$ cat config.mk
export PLATFORM = sky130hd
export DESIGN_NAME = irq_ctrl
export DESIGN_NICKNAME = d
export VERILOG_FILES = /design/src/rtl/irq_pkg.sv /design/src/rtl/irq_gateway.sv /design/src/rtl/irq_ctrl.sv
export SDC_FILE = /design/constraint.sdc
export NUM_CORES = 1
export LEC_CHECK = 0
export CAP_MARGIN = 15
export CORE_UTILIZATION = 45
export CTS_CLUSTER_DIAMETER = 80
export DETAILED_ROUTE_END_ITERATION = 7
export PLACE_DENSITY = 0.83
export SLEW_MARGIN = 20
export SYNTH_ARGS = -nofsm -noshare
export SYNTH_HDL_FRONTEND = slang
export SYNTH_HIERARCHICAL = 1
export SYNTH_SLANG_ARGS = --single-unit
$ cat constraint.sdc
create_clock -name i_CLK -period 2.33 [get_ports i_CLK]
set_input_delay 0.466 -clock i_CLK [delete_from_list [all_inputs] [get_ports i_CLK]]
set_output_delay 0.466 -clock i_CLK [all_outputs]
set_load 0.01 [all_outputs]
$ cat src/rtl/irq_pkg.sv
// ---------------------------------------------------------------------------
// irq_pkg
//
// Purpose: shared types, constants and a helper function for the machine
// external interrupt controller (irq_ctrl) and its per-source gateway
// (irq_gateway).
//
// Contents:
//   irq_gw_state_t - gateway state (IDLE, PENDING, CLAIMED)
//   IRQ_PENDING    - byte offset of the read-only pending register
//   IRQ_ENABLE     - byte offset of the enable register
//   IRQ_TRIGGER    - byte offset of the trigger-type register
//   IRQ_CLAIM      - byte offset of the claim (read) / complete (write) port
//   irq_first_id   - lowest set bit index plus one, or 0 when no bit is set
// ---------------------------------------------------------------------------
package irq_pkg;

  typedef enum logic [1:0] {
    IDLE    = 2'd0,
    PENDING = 2'd1,
    CLAIMED = 2'd2
  } irq_gw_state_t;

  localparam logic [3:0] IRQ_PENDING = 4'h0;
  localparam logic [3:0] IRQ_ENABLE  = 4'h4;
  localparam logic [3:0] IRQ_TRIGGER = 4'h8;
  localparam logic [3:0] IRQ_CLAIM   = 4'hC;

  // Scanning from the top down and overwriting leaves the lowest set index,
  // which is the highest-priority source. Ids are 1-based so that 0 can mean
  // "nothing to claim".
  function automatic logic [5:0] irq_first_id(input logic [31:0] i_vec);
    logic [5:0] v_id;
    v_id = '0;
    for (int i = 31; i >= 0; i--) begin
      if (i_vec[i]) begin
        v_id = 6'(i + 1);
      end
    end
    return v_id;
  endfunction

endpackage

$ cat src/rtl/irq_gateway.sv
// ---------------------------------------------------------------------------
// irq_gateway
//
// Purpose: per-source interrupt gateway. Samples one raw request line
// (optionally through a two-flop synchronizer), detects rising edges, and
// runs the IDLE / PENDING / CLAIMED state machine plus the rearm flag that
// remembers an edge seen while the source was being serviced.
//
// Configuration:
//   IRQ_CTRL_SYNC_EN - when defined, i_SRC passes through a two-flop
//                      synchronizer before the sample flop (3-cycle latency);
//                      otherwise i_SRC is sampled directly (1-cycle latency).
//
// Ports:
//   i_CLK       - clock
//   i_RSTn      - asynchronous active-low reset
//   i_SRC       - raw interrupt request, active-high
//   i_TRIG      - trigger type: 1 = rising edge, 0 = level
//   i_TRIG_CHG  - one-cycle strobe, trigger type is being changed
//   i_CLAIM     - one-cycle strobe, this source is being claimed
//   i_COMPLETE  - one-cycle strobe, this source is being completed
//   o_PENDING   - registered flag, state is PENDING
//   o_CLAIMED   - registered flag, state is CLAIMED
// ---------------------------------------------------------------------------
module irq_gateway
  import irq_pkg::*;
(
  input  logic i_CLK,
  input  logic i_RSTn,
  input  logic i_SRC,
  input  logic i_TRIG,
  input  logic i_TRIG_CHG,
  input  logic i_CLAIM,
  input  logic i_COMPLETE,
  output logic o_PENDING,
  output logic o_CLAIMED
);

  logic          r_samp;
  logic          r_hist;
  logic          r_rearm;
  logic          r_pending;
  logic          r_claimed;
  irq_gw_state_t r_state;
  irq_gw_state_t w_next;
  logic          w_rearmNext;
  logic          w_rise;

`ifdef IRQ_CTRL_SYNC_EN
  logic [1:0] r_sync;

  // Two-flop synchronizer in front of the sample flop so the source may be
  // asynchronous to i_CLK. The sample and history flops then see a clean
  // synchronous signal for edge detection.
  always_ff @(posedge i_CLK or negedge i_RSTn) begin
    if (!i_RSTn) begin
      r_sync <= '0;
      r_samp <= 1'b0;
      r_hist <= 1'b0;
    end else begin
      r_sync <= {r_sync[0], i_SRC};
      r_samp <= r_sync[1];
      r_hist <= r_samp;
    end
  end
`else
  // The source is already synchronous to i_CLK, so it is sampled directly.
  // The history flop holds the previous sample for edge detection.
  always_ff @(posedge i_CLK or negedge i_RSTn) begin
    if (!i_RSTn) begin
      r_samp <= 1'b0;
      r_hist <= 1'b0;
    end else begin
      r_samp <= i_SRC;
      r_hist <= r_samp;
    end
  end
`endif

  assign w_rise = r_samp & ~r_hist;

  // Next-state logic for the gateway. A claim takes priority over a level
  // source dropping in the same cycle. On complete, a remembered edge
  // (rearm) or an edge arriving in that very cycle sends the source straight
  // back to PENDING; otherwise it rests in IDLE and a still-high level input
  // is picked up again from IDLE on the following cycle. A trigger-type
  // change always discards a remembered edge.
  always_comb begin
    w_next      = r_state;
    w_rearmNext = r_rearm;
    case (r_state)
      IDLE: begin
        if (i_TRIG ? w_rise : r_samp) begin
          w_next = PENDING;
        end
      end
      PENDING: begin
        if (i_CLAIM) begin
          w_next = CLAIMED;
        end else if (!i_TRIG && !r_samp) begin
          w_next = IDLE;
        end
      end
      CLAIMED: begin
        if (i_COMPLETE) begin
          w_next      = (r_rearm || w_rise) ? PENDING : IDLE;
          w_rearmNext = 1'b0;
        end else if (i_TRIG && w_rise) begin
          w_rearmNext = 1'b1;
        end
      end
      default: begin
        w_next = IDLE;
      end
    endcase
    if (i_TRIG_CHG) begin
      w_rearmNext = 1'b0;
    end
  end

  // State, rearm flag and the registered pending/claimed flags all update
  // together so the flags never lag the state they describe.
  always_ff @(posedge i_CLK or negedge i_RSTn) begin
    if (!i_RSTn) begin
      r_state   <= IDLE;
      r_rearm   <= 1'b0;
      r_pending <= 1'b0;
      r_claimed <= 1'b0;
    end else begin
      r_state   <= w_next;
      r_rearm   <= w_rearmNext;
      r_pending <= (w_next == PENDING);
      r_claimed <= (w_next == CLAIMED);
    end
  end

  assign o_PENDING = r_pending;
  assign o_CLAIMED = r_claimed;

endmodule

$ cat src/rtl/irq_ctrl.sv
// ---------------------------------------------------------------------------
// irq_ctrl
//
// Purpose: machine external interrupt controller. One irq_gateway per source
// holds the pending/claimed state; this level owns the register port
// (PENDING, ENABLE, TRIGGER, CLAIM/COMPLETE), the ENABLE and TRIGGER
// registers and the lowest-index-wins priority encoder used by claims.
//
// Configuration:
//   IRQ_CTRL_SYNC_EN - when defined, every source goes through a two-flop
//                      synchronizer inside its gateway (3-cycle latency);
//                      default build samples sources directly (1 cycle).
//
// Ports:
//   N_SRC        - number of interrupt sources, 1..31
//   i_CLK        - clock
//   i_RSTn       - asynchronous active-low reset
//   i_SRC        - raw peripheral requests, active-high
//   i_BUS_EN     - one-cycle register access request
//   i_BUS_WE     - 1 = write, 0 = read
//   i_BUS_ADDR   - byte address, [3:2] selects the word
//   i_BUS_WDATA  - write data
//   o_BUS_RDATA  - registered read data
//   o_BUS_ACK    - one-cycle access-done pulse
//   o_MEI        - per-source interrupt level to the core
// ---------------------------------------------------------------------------
module irq_ctrl
  import irq_pkg::*;
#(
  parameter int N_SRC = 6
) (
  input  logic             i_CLK,
  input  logic             i_RSTn,
  input  logic [N_SRC-1:0] i_SRC,
  input  logic             i_BUS_EN,
  input  logic             i_BUS_WE,
  input  logic [3:0]       i_BUS_ADDR,
  input  logic [31:0]      i_BUS_WDATA,
  output logic [31:0]      o_BUS_RDATA,
  output logic             o_BUS_ACK,
  output logic [N_SRC-1:0] o_MEI
);

  logic [N_SRC-1:0] r_enable;
  logic [N_SRC-1:0] r_trig;
  logic [31:0]      r_rdata;
  logic             r_ack;

  logic [N_SRC-1:0] w_pending;
  logic [N_SRC-1:0] w_claimed;
  logic [N_SRC-1:0] w_qual;
  logic [N_SRC-1:0] w_claimStb;
  logic [N_SRC-1:0] w_compStb;
  logic [N_SRC-1:0] w_trigChg;
  logic [5:0]       w_claimId;
  logic [3:0]       w_word;
  logic             w_isRead;
  logic             w_isWrite;
  logic             w_claimRd;
  logic             w_compWr;
  logic [31:0]      w_rdata;
  logic             w_unusedAddr;
  logic             w_unusedClaimed;

  assign w_word          = {i_BUS_ADDR[3:2], 2'b00};
  assign w_unusedAddr    = &{1'b0, i_BUS_ADDR[1:0]};
  assign w_unusedClaimed = &{1'b0, w_claimed};
  assign w_isRead        = i_BUS_EN & ~i_BUS_WE;
  assign w_isWrite       = i_BUS_EN & i_BUS_WE;
  assign w_claimRd       = w_isRead && (w_word == IRQ_CLAIM);
  assign w_compWr        = w_isWrite && (w_word == IRQ_CLAIM);

  // Only pending sources that are enabled compete for a claim. The id is
  // computed from the current (pre-edge) gateway state, so a source that
  // becomes pending at the same clock edge is not claimed by that read.
  assign w_qual    = w_pending & r_enable;
  assign w_claimId = irq_first_id({{(32 - N_SRC){1'b0}}, w_qual});

  // A trigger write only disturbs the sources whose trigger bit actually
  // changes; their rearm flags are dropped inside the gateway.
  assign w_trigChg = (w_isWrite && (w_word == IRQ_TRIGGER))
                   ? (i_BUS_WDATA[N_SRC-1:0] ^ r_trig) : '0;

  // One gateway per source. Claim and complete strobes are one-hot: a claim
  // goes only to the winning source, and a complete goes to the source whose
  // id matches the full write data, so ids of 0 or above N_SRC hit nothing.
  for (genvar g = 0; g < N_SRC; g++) begin : g_src
    assign w_claimStb[g] = w_claimRd && (w_claimId == 6'(g + 1));
    assign w_compStb[g]  = w_compWr && (i_BUS_WDATA == 32'(g + 1));

    irq_gateway u_gateway (
      .i_CLK      (i_CLK),
      .i_RSTn     (i_RSTn),
      .i_SRC      (i_SRC[g]),
      .i_TRIG     (r_trig[g]),
      .i_TRIG_CHG (w_trigChg[g]),
      .i_CLAIM    (w_claimStb[g]),
      .i_COMPLETE (w_compStb[g]),
      .o_PENDING  (w_pending[g]),
      .o_CLAIMED  (w_claimed[g])
    );
  end

  // Read-data mux for the register map. Bits above N_SRC and the unused
  // upper bits of the claim id read as zero.
  always_comb begin
    w_rdata = '0;
    case (w_word)
      IRQ_PENDING: w_rdata = {{(32 - N_SRC){1'b0}}, w_pending};
      IRQ_ENABLE:  w_rdata = {{(32 - N_SRC){1'b0}}, r_enable};
      IRQ_TRIGGER: w_rdata = {{(32 - N_SRC){1'b0}}, r_trig};
      IRQ_CLAIM:   w_rdata = {26'd0, w_claimId};
      default:     w_rdata = '0;
    endcase
  end

  // Bus side: every request is acknowledged with a one-cycle pulse at the
  // edge that samples it, read data is captured at that same edge, and
  // ENABLE/TRIGGER writes land at that edge too. PENDING is read-only, so a
  // write to it only produces the ack.
  always_ff @(posedge i_CLK or negedge i_RSTn) begin
    if (!i_RSTn) begin
      r_enable <= '0;
      r_trig   <= '0;
      r_rdata  <= '0;
      r_ack    <= 1'b0;
    end else begin
      r_ack <= i_BUS_EN;
      if (i_BUS_EN) begin
        r_rdata <= i_BUS_WE ? 32'd0 : w_rdata;
      end
      if (w_isWrite && (w_word == IRQ_ENABLE)) begin
        r_enable <= i_BUS_WDATA[N_SRC-1:0];
      end
      if (w_isWrite && (w_word == IRQ_TRIGGER)) begin
        r_trig <= i_BUS_WDATA[N_SRC-1:0];
      end
    end
  end

  assign o_BUS_RDATA = r_rdata;
  assign o_BUS_ACK   = r_ack;
  assign o_MEI       = w_pending & r_enable;

endmodule

==> qor.csv, run 1 <==
stage,metric,value,unit
sta,number of endpoints with negative hold slack in the final report,0,
setup_path,critical register-to-register path endpoint,g_src[3].u_gateway/o_PENDING$_DFF_PN0_,
setup_path,"Data arrival, critical path",2.49,ns
drt,first-iteration detailed-routing DRC count,156,
setup_path,reg2reg setup slack,0.39,ns
setup_path,required time at the endpoint of the critical path,2.56,ns
layout,area added between synthesis and finish,27.9,%
grt,wire length of the first global-routing pass,9.63,mm
worst_hold_path,Min-Delay Path Class,primary input to async pin,
layout,fraction of final layout cells sized beyond drive strength 1,0.174,
sta,count of final max-slew check failures,0,
layout,Antenna Cells,0,
sta,worst relative slew slack,0.541,
place,DP Cell Count,412,
drt,routed wire length,5.97,mm
setup_path,R2R Path Start,r_enable[0]$_DFFE_PN0P_,
setup_path,nature of the critical path startpoint,primary input,
drt,mean number of vias per cell,5.38,
drt,number of remaining DRC errors,0,
clock_network,TritonCTS Sinks,55,
drt,Via Count,2260,
pwr,reported leakage power,1.55,nW
drt,antenna-violating nets left,0,
synth,gate count after technology mapping,268,
floorplanning,overall die area,6610,um2
layout,final-layout fill cell count,514,
layout,cell area after layout,3620,um2
floorplanning,Die Span Y,81.3,um
floorplanning,horizontal extent of the die,81.3,um
layout,most frequent cells in the layout,"55 x sky130_fd_sc_hd__dfrtp_1, 55 x sky130_fd_sc_hd__clkdlybuf4s50_1, 26 x sky130_fd_sc_hd__conb_1",
setup_path,crit-path max FO,6,
place,number of buffers added on ports,56,
setup_path,start-to-end type of the worst setup path,primary input to register,
layout,multi-input combinational cell area,1280,um2
sta,slew at the pin closest to its max-slew limit,0.688,ns
drt,Pre-antenna DRT Iters,4,
layout,total number of nets in the final design,390,
layout,FF/Latch Area,1380,um2
sta,final critical delay including setup and external delays,2.27,ns
layout,number of cells in the finished layout apart from fillers,420,
floorplanning,initial core utilization,0.472,
sta,setup total negative slack,0,ns
place,placer's final routability congestion estimate,0.858,
clock_network,clock root buffer,sky130_fd_sc_hd__clkbuf_8,
sta,Layout Skew,0.0106,ns
drt,final routed wire length divided by cell count,14.2,um
grt,number of global-route vias before repair,2071,
job,max-capacitance violation count,0,
sta,setup repair after global routing missed its margin,no,
floorplanning,ports placed on the boundary,85,
clock_network,H-Tree Level Count,2,
synth,summed instance area of the synthesized netlist,2830,um2
grt,maximum number of pins on one net before global-route repair,56,
pwr,total power consumption of the routed design,0.00246,W
setup_path,depth of the most critical reg-to-reg path,6,
layout,end-of-flow core utilization,0.604,
sta,f_max,441,MHz
setup_path,sort of element at the end of the critical path,register,
floorplanning,placement row count,28,
place,half-perimeter wire length after detailed placement,4.67,mm
grt,Global Route Usage Sum,0.194,
clock_network,"Gates resized, CTS repair",0,
synth,mean instance size in the synthesized netlist,10.6,um2
pwr,Peak VDD IR,0.000321,V
grt,total global routing overflow,0,
grt,initial antenna violation count,0,
clock_network,hold buffer count at cts,0,
sta,share of the clock period used by the worst path,0.972,
clock_network,insertion delay to the later sink of the worst-skew pair,0.31,ns
clock_network,clock buffer depth,2,
floorplanning,Core Box Area,5990,um2
synth,"Warnings, synthesis",6,
clock_network,number of buffers added by the clock tree synthesis step,5,
run_status,result of the run,finished clean,
clock_network,clock slew seen by the registers of the worst setup and hold paths,0.10,ns
clock_network,TritonCTS clock tree,yes,
clock_network,post-CTS setup buffer count,0,
sta,number of endpoints failing setup at the final stage,0,
pwr,cell area power density,680,nW/um2
place,placed standard-cell area,3490,um2
critical path, stage by stage:
cell and delay, ns:
sky130_fd_sc_hd__clkdlybuf4s50_1 0.49, sky130_fd_sc_hd__nor4b_2 0.35, sky130_fd_sc_hd__buf_4 0.16, sky130_fd_sc_hd__nand4_1 0.08, sky130_fd_sc_hd__buf_4 0.18, sky130_fd_sc_hd__nor4_1 0.41, sky130_fd_sc_hd__buf_4 0.20, sky130_fd_sc_hd__o211ai_1 0.09
sky130_fd_sc_hd__o21ai_0 0.08
worst max path at each step:
| stage | from | to | slack, ns | cells past startpoint |
|---|---|---|---|---|
| global placement | i_BUS_WDATA[4] | g_src[4].u_gateway/o_PENDING$_DFF_PN0_ | -0.29 | 9 |
| detailed placement | i_BUS_WDATA[4] | g_src[4].u_gateway/o_PENDING$_DFF_PN0_ | -0.31 | 9 |
| finish | i_BUS_WDATA[4] | g_src[4].u_gateway/r_state[0]$_DFF_PN0_ | 0.06 | 9 |
| CTS | i_BUS_WDATA[4] | g_src[4].u_gateway/r_state[0]$_DFF_PN0_ | 0.003 | 9 |
| global route | i_BUS_WDATA[4] | g_src[0].u_gateway/r_state[0]$_DFF_PN0_ | 0.01 | 9 |
| floorplan | i_BUS_ADDR[2] | g_src[5].u_gateway/o_PENDING$_DFF_PN0_ | 0.55 | 7 |
stage by stage:
step,worst slack (ns),hold slack (ns)
after floorplan,0.551,0.170
after global placement,-0.293,0.371
after detailed placement,-0.313,0.374
after CTS,0.00307,0.296
after global routing,0.0140,0.323
final,0.0648,0.265
power breakdown:
part | switching [W] | internal [W]
logic | 0.000262 | 0.000316
registers | 0.000130 | 0.00110
clock network | 0.000306 | 0.000348
total | 0.000697 | 0.00177
routing by layer:
layer  wire [um]  share of wire  vias to the layer above  GRT usage
met4          36         0.0060                        0     0.0429
li1            -              -                     1073          -
met1        2560           0.43                     1096      0.244
met3         303          0.051                        4     0.0404
met2        3070           0.51                       87      0.339
met5           0              0                        -          0
final cells by class:
cell class | count | share of cell area
well taps | 75 | 0.0259
inverters | 14 | 0.0145
clock buffers | 6 | 0.0228
repair buffers | 75 | 0.193
multi-input cells | 193 | 0.354
flip-flops and latches | 55 | 0.380
clock inverters | 2 | 0.00968
sequential cells by signal (all words and copies together) (netlist names):
register / cells
g_src.u_gateway/r_state: 12
r_trig: 6
g_src.u_gateway/r_samp: 6
r_enable: 6
o_BUS_ACK: 1
g_src.u_gateway/o_PENDING: 6
g_src.u_gateway/r_hist: 6
g_src.u_gateway/r_rearm: 6
o_BUS_RDATA: 6
Power figures use the tool's default switching activity.
==> run 2: changes to the inputs <==
--- a/config.mk
+++ b/config.mk
@@ -9,6 +9,7 @@
 export CORE_UTILIZATION = 45
 export CTS_CLUSTER_DIAMETER = 80
 export DETAILED_ROUTE_END_ITERATION = 7
+export GPL_ROUTABILITY_DRIVEN = 0
 export PLACE_DENSITY = 0.83
 export SLEW_MARGIN = 20
 export SYNTH_ARGS = -nofsm -noshare
==> results of run 2 <==
Final layout, timing and power as in run 1 (identical DEF).
==> run 3: changes to the inputs <==
==> constraint.sdc (replaced) <==
create_clock -name i_CLK -period 2.6 [get_ports i_CLK]
set_input_delay 0.52 -clock i_CLK [delete_from_list [all_inputs] [get_ports i_CLK]]
set_output_delay 0.52 -clock i_CLK [all_outputs]
set_load 0.01 [all_outputs]
==> qor.csv, run 3 (synthesized netlist as in run 1, its figures left out) <==
stage,metric,value,unit,change
floorplanning,horizontal extent of the die,81.3,um,unchanged
setup_path,category of cells accounting for the largest share of critical-path delay,buffers and inverters,,
grt,initial antenna violation count,0,,unchanged
layout,FF/Latch Area,1380,um2,unchanged
setup_path,Max stage delay on crit path,0.57,ns,+0.08 ns
drt,Via Count,2270,,+0.44%
drt,routed wire length,6.08,mm,+1.8%
layout,cell area after layout,3590,um2,-0.76%
setup_path,cell mode on critical path,sky130_fd_sc_hd__buf_4,,
drt,number of remaining DRC errors,0,,unchanged
grt,number of global-route vias before repair,2270,,+9.6%
layout,final-layout fill cell count,489,,-4.9%
run_status,result of the run,finished clean,,
clock_network,insertion delay to the later sink of the worst-skew pair,0.31,ns,about the same
sta,slew at the pin closest to its max-slew limit,0.521,ns,-0.168 ns
sta,setup repair after global routing missed its margin,no,,
sta,Layout Skew,0.0104,ns,-0.000150 ns
setup_path,Crit path buffers/inverters,3,,-1
place,DP Cell Count,410,,-0.49%
sta,number of endpoints with negative hold slack in the final report,0,,unchanged
setup_path,"Data arrival, critical path",2.54,ns,+0.05 ns
place,number of buffers added on ports,56,,unchanged
sta,number of endpoints failing setup at the final stage,0,,unchanged
job,max-capacitance violation count,0,,unchanged
clock_network,TritonCTS clock tree,yes,,
clock_network,post-CTS setup buffer count,0,,unchanged
sta,f_max,432,MHz,
setup_path,slowest library cell on the worst path,sky130_fd_sc_hd__clkdlybuf4s50_1,,
drt,first-iteration detailed-routing DRC count,155,,-0.64%
setup_path,sort of element at the end of the critical path,register,,
sta,worst relative slew slack,0.653,,+0.112
layout,Antenna Cells,0,,unchanged
sta,worst hold slack after final layout,0.171,ns,-0.0944 ns
place,placed standard-cell area,3480,um2,-0.43%
setup_path,crit-path max FO,6,,unchanged
floorplanning,Core Box Area,5990,um2,unchanged
drt,final routed wire length divided by cell count,14.5,um,+2.3%
sta,count of final max-slew check failures,0,,unchanged
setup_path,nature of the critical path startpoint,primary input,,
worst_hold_path,Min-Delay Path Class,primary input to async pin,,
layout,Top reg by flops,g_src.u_gateway/r_state,,
grt,wire length of the first global-routing pass,10.2,mm,+6.5%
floorplanning,overall die area,6610,um2,unchanged
clock_network,clock slew seen by the registers of the worst setup and hold paths,0.10,ns,about the same
floorplanning,Die Span Y,81.3,um,unchanged
clock_network,number of buffers added by the clock tree synthesis step,5,,unchanged
grt,total global routing overflow,0,,unchanged
clock_network,TritonCTS Sinks,55,,unchanged
setup_path,required time at the endpoint of the critical path,2.83,ns,+0.27 ns
floorplanning,ports placed on the boundary,85,,unchanged
floorplanning,placement row count,28,,unchanged
pwr,reported leakage power,1.54,nW,-0.71%
layout,area added between synthesis and finish,27.0,%,
pwr,total power consumption of the routed design,0.00221,W,-10%
layout,multi-input combinational cell area,1270,um2,-0.98%
clock_network,hold buffer count at cts,0,,unchanged
setup_path,start-to-end type of the worst setup path,primary input to register,,
place,half-perimeter wire length after detailed placement,4.88,mm,+4.5%
clock_network,clock root buffer,sky130_fd_sc_hd__clkbuf_8,,
layout,fraction of final layout cells sized beyond drive strength 1,0.163,,-0.0106
clock_network,H-Tree Level Count,2,,unchanged
setup_path,CP cell instances,clkdlybuf4s50_1 -> nor4b_1 -> nand4_1 -> buf_4 -> nor4_1 -> buf_4 -> o211ai_1 -> o21ai_0,,
sta,final critical delay including setup and external delays,2.31,ns,
layout,max FFs per register,12,,unchanged
pwr,cell area power density,614,nW/um2,-9.8%
pwr,Peak VDD IR,0.000281,V,-13%
drt,antenna-violating nets left,0,,unchanged
clock_network,"Gates resized, CTS repair",0,,unchanged
drt,mean number of vias per cell,5.43,,+0.92%
floorplanning,initial core utilization,0.472,,unchanged
grt,maximum number of pins on one net before global-route repair,24,,-57%
layout,number of cells in the finished layout apart from fillers,418,,-0.48%
clock_network,clock buffer depth,2,,unchanged
layout,total number of nets in the final design,388,,-0.51%
sta,share of the clock period used by the worst path,0.890,,
layout,most frequent cells in the layout,"55 x sky130_fd_sc_hd__dfrtp_1, 55 x sky130_fd_sc_hd__clkdlybuf4s50_1, 26 x sky130_fd_sc_hd__conb_1",,
grt,Global Route Usage Sum,0.207,,+0.0135
drt,Pre-antenna DRT Iters,5,,+1
[run 3: cell type report]
cell class,instances,share of cell area
clock buffers,6,0.0230
flip-flops and latches,55,0.383
multi-input cells,193,0.353
repair buffers,73,0.190
inverters,14,0.0146
clock inverters,2,0.00975
well taps,75,0.0261
[run 3: path summary, 6_finish.rpt]
check / start / endpoint / slack (ns) / cells past startpoint
max: i_BUS_ADDR[3] / g_src[2].u_gateway/o_PENDING$_DFF_PN0_ / 0.29 / 8
min: i_RSTn / g_src[2].u_gateway/r_state[0]$_DFF_PN0_ / 0.17 / 1
max reg2reg: r_enable[0]$_DFFE_PN0P_ / g_src[3].u_gateway/r_state[0]$_DFF_PN0_ / 0.64 / 6
min reg2reg: g_src[2].u_gateway/r_samp$_DFF_PN0_ / g_src[2].u_gateway/r_hist$_DFF_PN0_ / 0.39 / 0
max in group asynchronous: i_RSTn / g_src[3].u_gateway/r_state[0]$_DFF_PN0_ / 1.78 / 2
min in group i_CLK: g_src[2].u_gateway/r_samp$_DFF_PN0_ / g_src[2].u_gateway/r_hist$_DFF_PN0_ / 0.39 / 0
[run 3: layer usage]
layer | share of wire | vias up | GRT usage
met2 | 0.51 | 93 | 0.355
met4 | 0.018 | 0 | 0.0839
met5 | 0 | - | 0
met3 | 0.058 | 10 | 0.0427
met1 | 0.42 | 1095 | 0.252
li1 | - | 1072 | -
[run 3: power by group]
part	total [W]	switching [W]	internal [W]
Combinational	0.000517	0.000236	0.000282
Clock	0.000582	0.000270	0.000312
Sequential	0.00111	0.000119	0.000987
Total	0.00221	0.000624	0.00158
[run 3: per-stage QoR]
stage | setup slack, ns | setup TNS [ns] | utilization
3_3_place_gp | -0.0356 | -0.0970 | 0.580
4_1_cts | 0.292 | 0 | 0.600
3_5_place_dp | -0.0537 | -0.0879 | 0.580
6_report | 0.285 | 0 | 0.600
5_1_grt | 0.165 | 0 | 0.600
2_1_floorplan | 0.767 | 0 | -
